**src/rtl/muldiv_pkg.sv**
```systemverilog
// Shared encodings and helpers for the iterative multiply/divide unit.
package muldiv_pkg;

  typedef enum logic [1:0] {
    OP_MULT  = 2'b00,
    OP_MULTU = 2'b01,
    OP_DIV   = 2'b10,
    OP_DIVU  = 2'b11
  } op_e;

  typedef enum logic [1:0] {
    ST_IDLE = 2'b00,
    ST_CALC = 2'b01,
    ST_FIX  = 2'b10
  } state_e;

  localparam int          ITER_COUNT    = 32;
  localparam logic [31:0] DIV0_QUOTIENT = 32'hFFFF_FFFF;

  function automatic logic op_is_div(input op_e o);
    return o[1];
  endfunction

  function automatic logic op_is_signed(input op_e o);
    return ~o[0];
  endfunction

  // Absolute value for signed ops; unsigned ops pass the operand through.
  function automatic logic [31:0] magnitude(input logic [31:0] v, input logic is_signed);
    return (is_signed && v[31]) ? (~v + 32'd1) : v;
  endfunction

endpackage

```
**src/rtl/muldiv_sign_fix.sv**
```systemverilog
// Conditional two's-complement negation of a 64-bit {hi,lo} pair, either as a
// whole (product) or per half (quotient and remainder).
module muldiv_sign_fix (
  input  logic [63:0] value,
  input  logic        neg_all,
  input  logic        neg_hi,
  input  logic        neg_lo,
  output logic [63:0] result
);

  always_comb begin
    result = value;
    if (neg_all) begin
      result = ~value + 64'd1;
    end else begin
      if (neg_hi) result[63:32] = ~value[63:32] + 32'd1;
      if (neg_lo) result[31:0]  = ~value[31:0] + 32'd1;
    end
  end

endmodule

```
**src/rtl/muldiv_unit.sv**
```systemverilog
// Radix-2 multiply/divide unit: 32 shift-add or restoring steps on magnitudes,
// then a sign-fix cycle. Define MULDIV_FAST_MULT_EN for single-cycle multiplies.
module muldiv_unit
  import muldiv_pkg::*;
(
  input  logic        clock,
  input  logic        reset,
  input  logic        start,
  input  logic [1:0]  op,
  input  logic [31:0] opa,
  input  logic [31:0] opb,
  output logic        busy,
  output logic        done,
  output logic [31:0] hi,
  output logic [31:0] lo,
  output logic        div_by_zero
);

  state_e      state, state_nxt;
  op_e         op_r;
  logic [31:0] opa_r, opb_r;
  logic [4:0]  cnt;
  logic [63:0] acc;
  logic [63:0] step_acc;
  logic [63:0] fix_src;
  logic [63:0] fixed;
  logic [31:0] b_mag;
  logic [32:0] mul_sum, div_shift, div_diff;
  logic        is_div, a_neg, b_neg, div0, fast_in;

  assign is_div = op_is_div(op_r);
  assign b_mag  = magnitude(opb_r, op_is_signed(op_r));
  assign a_neg  = op_is_signed(op_r) & opa_r[31];
  assign b_neg  = op_is_signed(op_r) & opb_r[31];
  assign div0   = is_div & (opb_r == 32'd0);
  assign busy   = (state != ST_IDLE);

`ifdef MULDIV_FAST_MULT_EN
  logic [31:0] a_mag;
  assign a_mag   = magnitude(opa_r, op_is_signed(op_r));
  assign fast_in = ~op[1];
  assign fix_src = is_div ? acc : (64'(a_mag) * 64'(b_mag));
`else
  assign fast_in = 1'b0;
  assign fix_src = acc;
`endif

  // acc holds {partial product high, multiplier} or {remainder, dividend/quotient}.
  always_comb begin
    mul_sum   = {1'b0, acc[63:32]} + (acc[0] ? {1'b0, b_mag} : 33'd0);
    div_shift = {acc[63:32], acc[31]};
    div_diff  = div_shift - {1'b0, b_mag};
    if (!is_div)
      step_acc = {mul_sum, acc[31:1]};
    else if (div_diff[32])
      step_acc = {div_shift[31:0], acc[30:0], 1'b0};
    else
      step_acc = {div_diff[31:0], acc[30:0], 1'b1};
  end

  muldiv_sign_fix u_sign_fix (
    .value   (fix_src),
    .neg_all (~is_div & (a_neg ^ b_neg)),
    .neg_hi  (is_div & a_neg),
    .neg_lo  (is_div & (a_neg ^ b_neg)),
    .result  (fixed)
  );

  always_ff @(posedge clock or posedge reset) begin
    if (reset) state <= ST_IDLE;
    else       state <= state_nxt;
  end

  always_comb begin
    state_nxt = state;
    case (state)
      ST_IDLE: if (start) state_nxt = fast_in ? ST_FIX : ST_CALC;
      ST_CALC: if (cnt == 5'(ITER_COUNT - 1)) state_nxt = ST_FIX;
      ST_FIX:  state_nxt = ST_IDLE;
      default: state_nxt = ST_IDLE;
    endcase
  end

  always_ff @(posedge clock or posedge reset) begin
    if (reset) begin
      op_r        <= OP_MULT;
      opa_r       <= '0;
      opb_r       <= '0;
      cnt         <= '0;
      acc         <= '0;
      hi          <= '0;
      lo          <= '0;
      done        <= 1'b0;
      div_by_zero <= 1'b0;
    end else begin
      done <= 1'b0;
      case (state)
        ST_IDLE: if (start) begin
          op_r  <= op_e'(op);
          opa_r <= opa;
          opb_r <= opb;
          cnt   <= '0;
          acc   <= {32'd0, magnitude(opa, op_is_signed(op_e'(op)))};
        end
        ST_CALC: begin
          acc <= step_acc;
          cnt <= cnt + 5'd1;
        end
        ST_FIX: begin
          done        <= 1'b1;
          div_by_zero <= div0;
          if (div0) begin
            hi <= opa_r;
            lo <= DIV0_QUOTIENT;
          end else begin
            hi <= fixed[63:32];
            lo <= fixed[31:0];
          end
        end
        default: ;
      endcase
    end
  end

endmodule

```
**config.mk**
```make
export PLATFORM = sky130hd
export DESIGN_NAME = muldiv_unit
export DESIGN_NICKNAME = d
export VERILOG_FILES = /design/src/rtl/muldiv_pkg.sv /design/src/rtl/muldiv_sign_fix.sv /design/src/rtl/muldiv_unit.sv
export SDC_FILE = /design/constraint.sdc
export NUM_CORES = 1
export LEC_CHECK = 0
export CAP_MARGIN = 20
export CORE_MARGIN = 4
export CORE_UTILIZATION = 50
export CTS_CLUSTER_DIAMETER = 80
export DETAILED_ROUTE_END_ITERATION = 7
export PLACE_DENSITY = 0.71
export SYNTH_ARGS = -nofsm -noshare
export SYNTH_HDL_FRONTEND = slang
export SYNTH_HIERARCHICAL = 1
export SYNTH_SLANG_ARGS = --single-unit
```
**constraint.sdc**
```tcl
create_clock -name clock -period 14.38 [get_ports clock]
set_input_delay 1.438 -clock clock [delete_from_list [all_inputs] [get_ports clock]]
set_output_delay 1.438 -clock clock [all_outputs]
set_load 0.03 [all_outputs]
```
* Word-level counts from Yosys, hierarchy flattened
Index checks and enable logic that the tools add are counted.
** Word-level totals
- Memories :: 0
- Input port bits :: 69
- Bits in registers :: 203
- Logic and storage cells :: 65
- Output and inout port bits :: 67
- Latch bits :: 0
- Memory bits (read-only) :: 0
- Memory bits (writable) :: 0
** Operators by class
- $add $sub $neg :: 8
- Eq/ne operators :: 5
- Shift-type cells :: 0
- Bitwise logic cells :: 15
- Order comparisons :: 0
- Div/mod/pow operators :: 0
- Reduce and logical (&&, ||, !) cells :: 9
- Mux-type cells :: 18
- $mul :: 0
** Operator list (number)
- two-way mux 64 bit :: 4
- two-way mux 32 bit :: 7
- adder 32 x 1 -> 32 bit, second input constant :: 4
- NOT 32 bit :: 4
- one-hot mux 64 bit (2 select lines) :: 1
- adder 64 x 1 -> 64 bit, second input constant :: 1
- NOT 64 bit :: 1
- adder 32 x 32 -> 33 bit :: 1
- subtractor 33 x 32 -> 33 bit :: 1
- logical NOT 32 bit :: 1
- one-hot mux 5 bit (2 select lines) :: 1
- bitwise AND 1 bit :: 6
- AND reduction 2 bit :: 3
- adder 5 x 1 -> 5 bit, second input constant :: 1
- equality test 5 bit, second input constant :: 1
- two-way mux 5 bit :: 1
- two-way mux 2 bit :: 2
- inequality test 2 bit, second input constant :: 2
- one-hot mux 2 bit (2 select lines) :: 1
- nonzero test 2 bit :: 2
- NOT 1 bit :: 3
- equality test 2 x 1 -> 1 bit, second input constant :: 1
- equality test 2 bit, second input constant :: 1
- logical AND 1 bit :: 2
- 3 further kinds :: 3

* Logic depth before layout (Yosys ltp)
Gate-level depths: netlist of run 1.
- Word-level depth :: 7
- Mapped depth :: 22

* By module
Netlist of run 1, hierarchy kept.
** Modules (own cells, without submodules)
- muldiv_unit :: area each 13660.6 sq um, cells each 1651, times used 1
- muldiv_sign_fix :: area each 1796.7 sq um, cells each 269, times used 1

* Worst setup path before layout of run 1
Ideal clock, no wire load.
- Path type :: register -> register
- From :: register opb_r[0]
- To :: register acc[58]
- Data required time :: 14.256 ns
- Stages on the path, launching flop included :: 20
- Clock period less this slack :: 4.301 ns
- Buffers on the path :: 0
- Setup slack :: 10.079 ns
- Arrival :: 4.177 ns
- Setup time :: 0.124 ns
- Cell sequence :: dfrtp_1 > inv_1 > ha_1 > nand2_1 > nor3_1 > and2_1 > nand2_1 > or3_4 > o41ai_1 > xor2_1 > ha_1 > nand3_1 > nor3_1 > and3_1 > a21oi_2 > o211ai_1 > a31oi_4 > xnor2_4 > mux2_2 > a2bb2oi_1
** On the way
- Word-level cells in the longest chain between the ends :: 7
** RTL lines
- from (decl) :: RTL line muldiv_unit.sv:21 : logic [31:0] opa_r, opb_r;
- from (signal assigned) :: RTL line muldiv_unit.sv:101 : opb_r <= opb;
- NOT 32 bit :: RTL line muldiv_pkg.sv:30 : return (is_signed && v[31]) ? (~v + 32'd1) : v;
- adder 32 x 1 -> 32 bit :: RTL line muldiv_pkg.sv:30
- two-way mux 32 bit (*) :: RTL line muldiv_pkg.sv:30
- subtractor 33 x 32 -> 33 bit / two-way mux 32 bit (equally long branches) :: RTL line muldiv_unit.sv:52, muldiv_unit.sv:50
- two-way mux 64 bit / adder 32 x 32 -> 33 bit (equally long branches) :: RTL line muldiv_unit.sv:55, muldiv_unit.sv:50
- two-way mux 64 bit (*) :: RTL line muldiv_unit.sv:53 : if (!is_div)
- one-hot mux 64 bit (2 select lines) (*) :: RTL line muldiv_unit.sv:97 : case (state)
- to (signal assigned) :: RTL line muldiv_unit.sv:103 : acc <= {32'd0, magnitude(opa, op_is_signed(op_e'(op)))};
- to (signal assigned) :: RTL line muldiv_unit.sv:106 : acc <= step_acc;
- to (decl) :: RTL line muldiv_unit.sv:23 : logic [63:0] acc;
Mark *: on every way between the ends. The rest lies on a longest branch, timed or not.
A chain may end at the register's enable or synchronous reset.

* Worst setup path in the final report of run 1
- From :: register opb_r[0]
- To :: register acc[32]
Same word-level chain as after synthesis.

==> key figures, run 1 <==
Routing
  • DRT antenna net count: 0
  • Vias/cell: 5.86
  • Routed len/inst: 18.1 µm
  • Initial DRC count: 1271
  • DRC Markers: 0
  • Post-Route WL: 43.7 mm
  • DR vias: 14200
  • DRT Pass-1 Iters: 6

Yosys
  • Main flop type after synthesis: dfrtp_1
  • Synthesized area: 15500 µm²
  • Post-synth cell types: 99
  • Register bit total from synthesis: 203
  • Gate Count Post-Synth: 1920
  • Sequential area share after synthesis: 0.329
  • Synthesized net count: 2061
  • Number of enable flip-flop cells after synthesis: 0
  • Fraction of registers with async set/reset: 1.00
  • Ys Warns: 6
  • Syn_area_per_cell: 8.05 µm²
  • Largest area contributor in the synthesized netlist: dfrtp_1
  • Yosys top cell area share: 0.329
  • Top cells by area in the synthesized netlist: dfrtp_1 33%, nand2_1 8.6%, nor2_1 5.8%

CTS
  • CTS tree: built
  • Clk slew on worst S/H paths: 0.06 ns
  • CTS Buffer Depth: 3
  • Worst-skew pair later-pin latency: 0.55 ns
  • TritonCTS buffer count: 26
  • Post-CTS Setup Inserts: 0
  • H-tree levels: 1
  • Number of buffers inserted by hold repair at cts: 0
  • Clock tree sinks: 203
  • Clock Root Buffer: clkbuf_16
  • Post-CTS sizing: 0

Place
  • Buffers on Ports: 135
  • DP Wirelength: 32.1 mm
  • Routability Congestion: 0.956

GRT
  • Vias in the first global route: 13500
  • Tot GR Track Use: 0.251
  • Pin count of the biggest net entering global routing: 139
  • Remaining Overflow, GRT: 0
  • Global-route wire length before repair: 70.1 mm
  • Initial antenna violation count: 0

Pwr
  • Peak supply drop: 0.153 mV
  • Power Dens Cells: 294 nW/µm²
  • Leakage power: 7.74 nW

STA
  • Fin Setup TNS: 0 ns
  • Final hold vios: 0
  • Tcrit/Tclk final: 0.381
  • Final Skew: 0.0223 ns
  • Tightest Pin Transition: 1.10 ns
  • # setup viols final: 0
  • Min cycle time layout: 5.47 ns
  • Max_slew headroom: 0.261
  • FMAX: 0.183 GHz
  • Max Slew Vio Count: 0
  • Unrepaired setup endpoints after global routing: no

Die
  • Initial core utilization: 0.507
  • Chip width: 184 µm
  • # IOs: 136
  • Full die area: 33800 µm²
  • Rows: 64
  • Core Footprint: 30500 µm²
  • Die Y-Extent: 184 µm

Worst setup path
  • Type of origin of the critical path: flip-flop
  • Critical path class: flip-flop to flip-flop
  • Critical Path AT: 5.91 ns
  • R2r worst-path depth: 21
  • CP required: 14.81 ns
  • Crit-path max FO: 30
  • CP Capture Type: flip-flop

Cells and area
  • Nets@finish: 2146
  • # fillers: 2793
  • Antenna diode count: 0
  • Commonest non-fill, non-tap cells in the layout: 354 x nand2_1, 238 x nor2_1, 202 x dfrtp_1, 137 x a21oi_1, 135 x clkdlybuf4s50_1
  • Commonest non-fill, non-tap cell in the layout: nand2_1
  • Share of cells above drive strength 1: 0.0622
  • P&R area growth vs syn: 15.4%
  • Final core occ: 0.585

Run
  • Max-cap violations: 0

Worst hold path
  • Hold Crit Class: flip-flop to flip-flop
  • Hold depth: 2

Run status
  • Status: finished clean
## per-stage QoR
stage | std cells | power [mW] | setup WS (ns) | cell area, µm² | hold slack (ns)
after global routing | 2421 | 5.70 | 8.40 | 17800 | 0.489
after detailed placement | 2372 | 4.55 | 8.98 | 17000 | 0.463
after floorplan | 1920 | 3.77 | 7.40 | 15500 | 0.446
final | 2421 | 5.25 | 8.91 | 17800 | 0.479
after CTS | 2420 | 5.23 | 8.97 | 17800 | 0.479
after global placement | 2372 | 4.49 | 9.24 | 17000 | 0.457
## power breakdown
group | internal (mW) | total, mW | switching (mW) | leakage, nW
Clock | 0.401 | 0.653 | 0.252 | 0.413
Combinational | 1.45 | 3.46 | 2.01 | 4.84
Sequential | 0.793 | 1.14 | 0.345 | 2.49
## per-layer routing
layer	up-vias	global-route usage	wire (µm)
li1	6938	-	-
met1	6736	0.335	18900
met2	429	0.429	21000
met3	89	0.0297	2430
met4	0	0.0787	1360
met5	-	0	0
## synth_stat cells (9+ instances only)
library cell and count:
o21ai_0 126, nor3_1 33, a22oi_1 21, a21oi_1 137, o31ai_1 13, a211oi_1 22
dfrtp_1 203, nand3_1 25, buf_6 11, and3_1 9, a21o_1 16, mux2i_1 59
inv_1 33, a31oi_1 51, clkbuf_1 62, nor4_1 16, nor2_1 238, xnor2_1 85
nand2b_1 21, nor2b_1 13, nand2_1 355, xor2_1 82, o211ai_1 28, ha_1 70
or3_1 9, buf_1 12
## critical path: stages (launching register included)
cell and delay (ns):
dfrtp_1 0.41, inv_1 0.13, ha_1 0.21, nand2_1 0.06
nor3_1 0.34, and2_1 0.23, nand2_1 0.15, or3_4 0.42
o41ai_1 0.31, xor2_1 0.16, ha_1 0.41, nand3_1 0.12
nor3_1 0.31, a32oi_1 0.16, nand2_1 0.11, a21oi_2 0.05
o211ai_1 0.31, a31oi_4 0.16, xnor2_4 0.30, buf_4 0.45
mux2_2 0.38, o21ai_0 0.15
## cells by family after synthesis
group           count (synthesis)  synth area share
buf+inv                       130            0.0403
fa+ha+maj                      72            0.0593
compound gates                496             0.204
xor+xnor                      168            0.0964
mux                            62            0.0404
flops                         203             0.329
simple gates                  789             0.231
## worst paths after layout
path	slack (ns)	to	from
setup / recovery	8.91	acc[32]	opb_r[0]
setup reg to reg	8.91	acc[32]	opb_r[0]
min in group asynchronous	1.52	opb_r[1]	reset
hold reg to reg	0.48	opa_r[30]	opa_r[30]
hold / removal	0.48	opa_r[30]	opa_r[30]
max in group asynchronous	11.40	lo[25]	reset
## layout make-up
cell class | instances | area (µm²) | area share
clock buffers | 40 | 763 | 0.0428
inverters | 34 | 135 | 0.00757
well taps | 396 | 495 | 0.0278
multi-input cells | 1587 | 9770 | 0.547
repair buffers | 153 | 1490 | 0.0833
clock inverters | 8 | 111 | 0.00624
flip-flops and latches | 203 | 5080 | 0.285
## registers in the layout (all words and copies together) (netlist names)
signal       count
acc             64
hi              32
lo              32
opa_r           32
opb_r           32
cnt              5
op_r             2
state            2
div_by_zero      1
done             1
No activity file was read; power rests on OpenSTA's default activity.
==> run 2: changes to the inputs <==
--- a/config.mk
+++ b/config.mk
@@ -10,7 +10,7 @@
 export CORE_UTILIZATION = 50
 export CTS_CLUSTER_DIAMETER = 80
 export DETAILED_ROUTE_END_ITERATION = 7
-export PLACE_DENSITY = 0.71
+export PLACE_DENSITY = 0.73
 export SYNTH_ARGS = -nofsm -noshare
 export SYNTH_HDL_FRONTEND = slang
 export SYNTH_HIERARCHICAL = 1
==> constraint.sdc (replaced) <==
create_clock -name clock -period 5 [get_ports clock]
set_input_delay 0.5 -clock clock [delete_from_list [all_inputs] [get_ports clock]]
set_output_delay 0.5 -clock clock [all_outputs]
set_load 0.03 [all_outputs]
==> key figures, run 2 (synthesized netlist as in run 1, its figures left out) <==
Run status
  • Status: finished clean

Place
  • Routability Congestion: 0.913
  • Buffers on Ports: 135
  • Placement-stage cell area: 17100 µm²
  • DP Cell Count: 2388
  • DP Wirelength: 33.0 mm

CTS
  • CTS tree: built
  • Number of buffers inserted by hold repair at cts: 0
  • Clock tree sinks: 203
  • Worst-skew pair later-pin latency: 0.53 ns
  • H-tree levels: 1
  • Clock Root Buffer: clkbuf_16
  • Clk slew on worst S/H paths: 0.06 ns
  • TritonCTS buffer count: 24
  • CTS Buffer Depth: 3

Worst hold path
  • Hold Crit Class: input pin to async pin

Worst setup path
  • Critical path class: flip-flop to flip-flop
  • R2r setup slk: 0.33 ns
  • CP required: 5.38 ns
  • Worst r2r dst: acc[42]
  • R2r worst-path depth: 22
  • Crit-path max FO: 8
  • CP Capture Type: flip-flop
  • Type of origin of the critical path: flip-flop
  • Beginning of the worst register-to-register path: opb_r[2]
  • Critical Path AT: 5.05 ns

STA
  • Min cycle time layout: 4.67 ns
  • Fin Setup TNS: 0 ns
  • Max Slew Vio Count: 0
  • Hold_ws: 0.417 ns
  • FMAX: 0.214 GHz
  • Tcrit/Tclk final: 0.934
  • Final hold vios: 0
  • Tightest Pin Transition: 1.06 ns
  • Final Skew: 0.0191 ns
  • # setup viols final: 0
  • Max_slew headroom: 0.291

GRT
  • Tot GR Track Use: 0.251
  • Remaining Overflow, GRT: 0
  • Initial antenna violation count: 0
  • Pin count of the biggest net entering global routing: 119
  • Vias in the first global route: 13700
  • Global-route wire length before repair: 70.4 mm

Die
  • # IOs: 136
  • Chip width: 184 µm
  • Initial core utilization: 0.507
  • Core Footprint: 30500 µm²
  • Full die area: 33800 µm²
  • Rows: 64
  • Die Y-Extent: 184 µm

Pwr
  • Power Dens Cells: 855 nW/µm²
  • Register share of total power: 0.218
  • Leakage power: 7.82 nW
  • Power Internal: 7.75 mW
  • Comb pwr share: 0.669
  • Switching power total: 7.63 mW
  • Peak supply drop: 0.503 mV
  • Clock power share: 0.114
  • Switching Fraction: 0.496

Routing
  • DRT Pass-1 Iters: 6
  • DR vias: 14300
  • DRC Markers: 0
  • Routed len/inst: 18.0 µm
  • Vias/cell: 5.88
  • DRT antenna net count: 0
  • Post-Route WL: 43.8 mm
  • Initial DRC count: 1105

Cells and area
  • Commonest non-fill, non-tap cell in the layout: nand2_1
  • Commonest non-fill, non-tap cells in the layout: 354 x nand2_1, 238 x nor2_1, 202 x dfrtp_1, 136 x a21oi_1, 135 x clkdlybuf4s50_1
  • Share of cells above drive strength 1: 0.0735
  • Biggest register: acc
  • Final non-filler cell total: 2437
  • Max reg flops: 64
  • # fillers: 2791
  • Final core occ: 0.590
  • P&R area growth vs syn: 16.4%
  • Nets@finish: 2164
  • Post-route design area: 18000 µm²
  • Antenna diode count: 0

Run
  • Max-cap violations: 0
## run 2: cell count changes in the layout (fill, tap and decap cells not counted), moves of 2 or more
cell        previous run  this run
buf_4                 18        35
clkbuf_16             26        24
buf_12                 0         3
clkinvlp_4             4         2
## run 2: what timing repair did
action | in CTS | in global routing
gates resized for setup | 0 | 8
pin swaps | 1 | 2
setup endpoints to repair | 9 | 26
gates cloned | 0 | 0
setup buffers | 4 | 1
## run 2: cell type report
class	instances	area [µm²]	share of cell area
flip-flops and latches	203	5080	0.282
clock inverters	8	111	0.00619
clock buffers	36	696	0.0387
repair buffers	173	1670	0.0931
well taps	396	495	0.0275
inverters	34	131	0.00730
multi-input cells	1587	9800	0.545
## run 2: power by group through the flow
stage | Clock (mW) | Sequential [mW] | Combinational [mW]
2_1_floorplan | 0 | 3.06 | 7.78
3_3_place_gp | 0 | 3.31 | 9.75
3_5_place_dp | 0 | 3.34 | 9.95
4_1_cts | 1.79 | 3.32 | 10.1
5_1_grt | 1.85 | 3.44 | 11.4
6_report | 1.75 | 3.35 | 10.3
## run 2: through the flow
stage	worst slack (ns)	power, mW
2_1_floorplan	0.699	10.8
3_3_place_gp	0.145	13.1
3_5_place_dp	-0.0225	13.3
4_1_cts	0.255	15.2
5_1_grt	-0.0144	16.7
6_report	0.329	15.4
## run 2: layer usage
metal	routed length [µm]	track usage	share of wire
met5	0	0	0
met4	1130	0.0725	0.026
met3	2480	0.0233	0.057
met2	21200	0.435	0.48
met1	19000	0.338	0.43
## run 2: critical path, stage by stage, from the launching register on
cell and delay [ns]:
dfrtp_1 0.42, nor3_1 0.21, nand3_1 0.13, or2_2 0.31
nand2b_1 0.20, nand2b_2 0.25, nor3_1 0.20, buf_4 0.15
nor2_1 0.04, xnor2_1 0.22, ha_1 0.34, a21oi_2 0.21
o21ai_0 0.15, a32oi_1 0.18, nand2_1 0.08, a21oi_2 0.16
o211ai_1 0.17, a31oi_4 0.26, xnor2_4 0.12, buf_12 0.16
buf_4 0.17, a222oi_1 0.25, o21ai_0 0.14
## run 2: worst max-delay path by stage
stage / to / slack, ns / start
finish: acc[42] / 0.33 / opb_r[2]
detailed placement: acc[56] / -0.02 / opb_r[0]
global route: acc[46] / -0.01 / opb_r[2]
floorplan: acc[58] / 0.70 / opb_r[0]
CTS: acc[42] / 0.25 / opb_r[2]
global placement: acc[56] / 0.15 / opb_r[0]
==> run 3: changes to the inputs <==
--- a/config.mk
+++ b/config.mk
@@ -10,6 +10,7 @@
 export CORE_UTILIZATION = 50
 export CTS_CLUSTER_DIAMETER = 80
 export DETAILED_ROUTE_END_ITERATION = 7
+export GPL_ROUTABILITY_DRIVEN = 0
 export PLACE_DENSITY = 0.73
 export SYNTH_ARGS = -nofsm -noshare
 export SYNTH_HDL_FRONTEND = slang
==> key figures, run 3 (synthesized netlist as in run 1, its figures left out) <==
Run status
  • Status: finished clean

CTS
  • Clock tree sinks: 203
  • Number of buffers inserted by hold repair at cts: 0
  • CTS tree: built
  • H-tree levels: 1
  • Clk slew on worst S/H paths: 0.06 ns
  • CTS Buffer Depth: 3
  • TritonCTS buffer count: 25
  • Worst-skew pair later-pin latency: 0.54 ns
  • Clock Root Buffer: clkbuf_16

Run
  • Max-cap violations: 0

STA
  • # setup viols final: 0
  • Hold_ws: 0.479 ns
  • Tightest Pin Transition: 1.05 ns
  • Tcrit/Tclk final: 0.944
  • Final hold vios: 0
  • Max_slew headroom: 0.297
  • Final Skew: 0.0267 ns
  • Unrepaired setup endpoints after global routing: no
  • FMAX: 0.212 GHz
  • Fin Setup TNS: 0 ns
  • Max Slew Vio Count: 0
  • Min cycle time layout: 4.72 ns
  • Slack of the critical path: 0.281 ns

Die
  • Full die area: 33800 µm²
  • # IOs: 136
  • Die Y-Extent: 184 µm
  • Rows: 64
  • Core Footprint: 30500 µm²
  • Initial core utilization: 0.507
  • Chip width: 184 µm

GRT
  • Global-route wire length before repair: 69.7 mm
  • Remaining Overflow, GRT: 0
  • Pin count of the biggest net entering global routing: 156
  • Vias in the first global route: 13600
  • Initial antenna violation count: 0
  • Tot GR Track Use: 0.247

Routing
  • DRT Pass-1 Iters: 6
  • Initial DRC count: 1171
  • DRC Markers: 0
  • Post-Route WL: 43.3 mm
  • Vias/cell: 5.94
  • Routed len/inst: 17.9 µm
  • DRT antenna net count: 0
  • DR vias: 14400

Cells and area
  • Nets@finish: 2154
  • Post-route design area: 18000 µm²
  • Biggest register: acc
  • P&R area growth vs syn: 16.5%
  • Antenna diode count: 0
  • Commonest non-fill, non-tap cell in the layout: nand2_1
  • Share of cells above drive strength 1: 0.0724
  • Max reg flops: 64
  • Commonest non-fill, non-tap cells in the layout: 354 x nand2_1, 238 x nor2_1, 202 x dfrtp_1, 136 x a21oi_1, 135 x clkdlybuf4s50_1

Worst setup path
  • Crit-path max FO: 19
  • CP Capture Type: flip-flop
  • CP required: 5.43 ns
  • Critical path class: flip-flop to flip-flop
  • CP Buf/Inv Count: 2
  • Family with the most delay on the worst path: simple AND/OR/NAND/NOR gates
  • CP cell instances: inv_1 > ha_1 > nand2_1 > nor3_2 > and2_1 > nand2_1 > or3_4 > o41ai_2 > xor2_1 > ha_1 > nand3_1 > nor3_2 > a32oi_1 > nand2_1 > a21oi_2 > o211ai_1 > a31oi_4 > xnor2_4 > buf_12 > mux2_2 > o21ai_0
  • Type of origin of the critical path: flip-flop
  • Critical Path AT: 5.15 ns
  • Slowest CP cell: or3_4
  • CP dominant cell by count: nand2_1
  • CP max stage delay: 0.41 ns

Pwr
  • Overall power: 15.4 mW
  • Peak supply drop: 0.489 mV
  • Leakage power: 7.82 nW
  • Power Dens Cells: 857 nW/µm²

Place
  • Placement-stage cell area: 17000 µm²
  • Pre-CTS WS: 0.0423 ns
  • Buffers on Ports: 135
  • DP Wirelength: 32.1 mm

Worst hold path
  • Hold Crit Class: flip-flop to flip-flop
-- run 3: cell type report --
| cell class | count | area [µm²] |
|---|---|---|
| well taps | 396 | 495 |
| repair buffers | 162 | 1600 |
| multi-input cells | 1587 | 9830 |
| inverters | 34 | 131 |
| flip-flops and latches | 203 | 5080 |
| clock buffers | 36 | 757 |
| clock inverters | 8 | 105 |
| fillers | 2712 | 12500 |
-- run 3: worst paths after layout --
| check | start | end | slack, ns | cells after the start |
|---|---|---|---|---|
| hold reg to reg | div_by_zero | div_by_zero | 0.48 | 2 |
| hold / removal | div_by_zero | div_by_zero | 0.48 | 2 |
| setup reg to reg | opb_r[0] | acc[32] | 0.28 | 21 |
| max in group asynchronous | reset | opb_r[22] | 3.76 | 3 |
| setup / recovery | opb_r[0] | acc[32] | 0.28 | 21 |
| min in group asynchronous | reset | lo[13] | 0.52 | 3 |
-- run 3: repair_timing --
action,CTS,global route
endpoints found under the setup margin,1,33
pin swaps,0,4
gates cloned,0,1
setup buffers,0,3
gates resized for setup,1,13
-- run 3: layer usage --
metal / wire (µm) / GRT usage / up-vias
met1: 18700 / 0.336 / 6793
met3: 2680 / 0.0231 / 103
met5: 0 / 0 / -
met4: 1240 / 0.0645 / 0
li1: - / - / 6956
met2: 20700 / 0.424 / 549
-- run 3: through the flow --
step | utilization | instances
after floorplan | - | 1920
after global placement | 0.558 | 2377
after detailed placement | 0.558 | 2378
after CTS | 0.587 | 2422
after global routing | 0.590 | 2426
final | 0.590 | 2426
-- run 3: tightest hold or removal path, stage by stage (launching register included) --
cell and delay [ns]:
dfrtp_1 0.34, nand2_1 0.04, o21ai_0 0.06
-- run 3: report_power, final --
group	internal, mW	switching [mW]
clock network	1.15	0.720
logic	4.34	5.90
registers	2.28	1.03
total	7.77	7.66
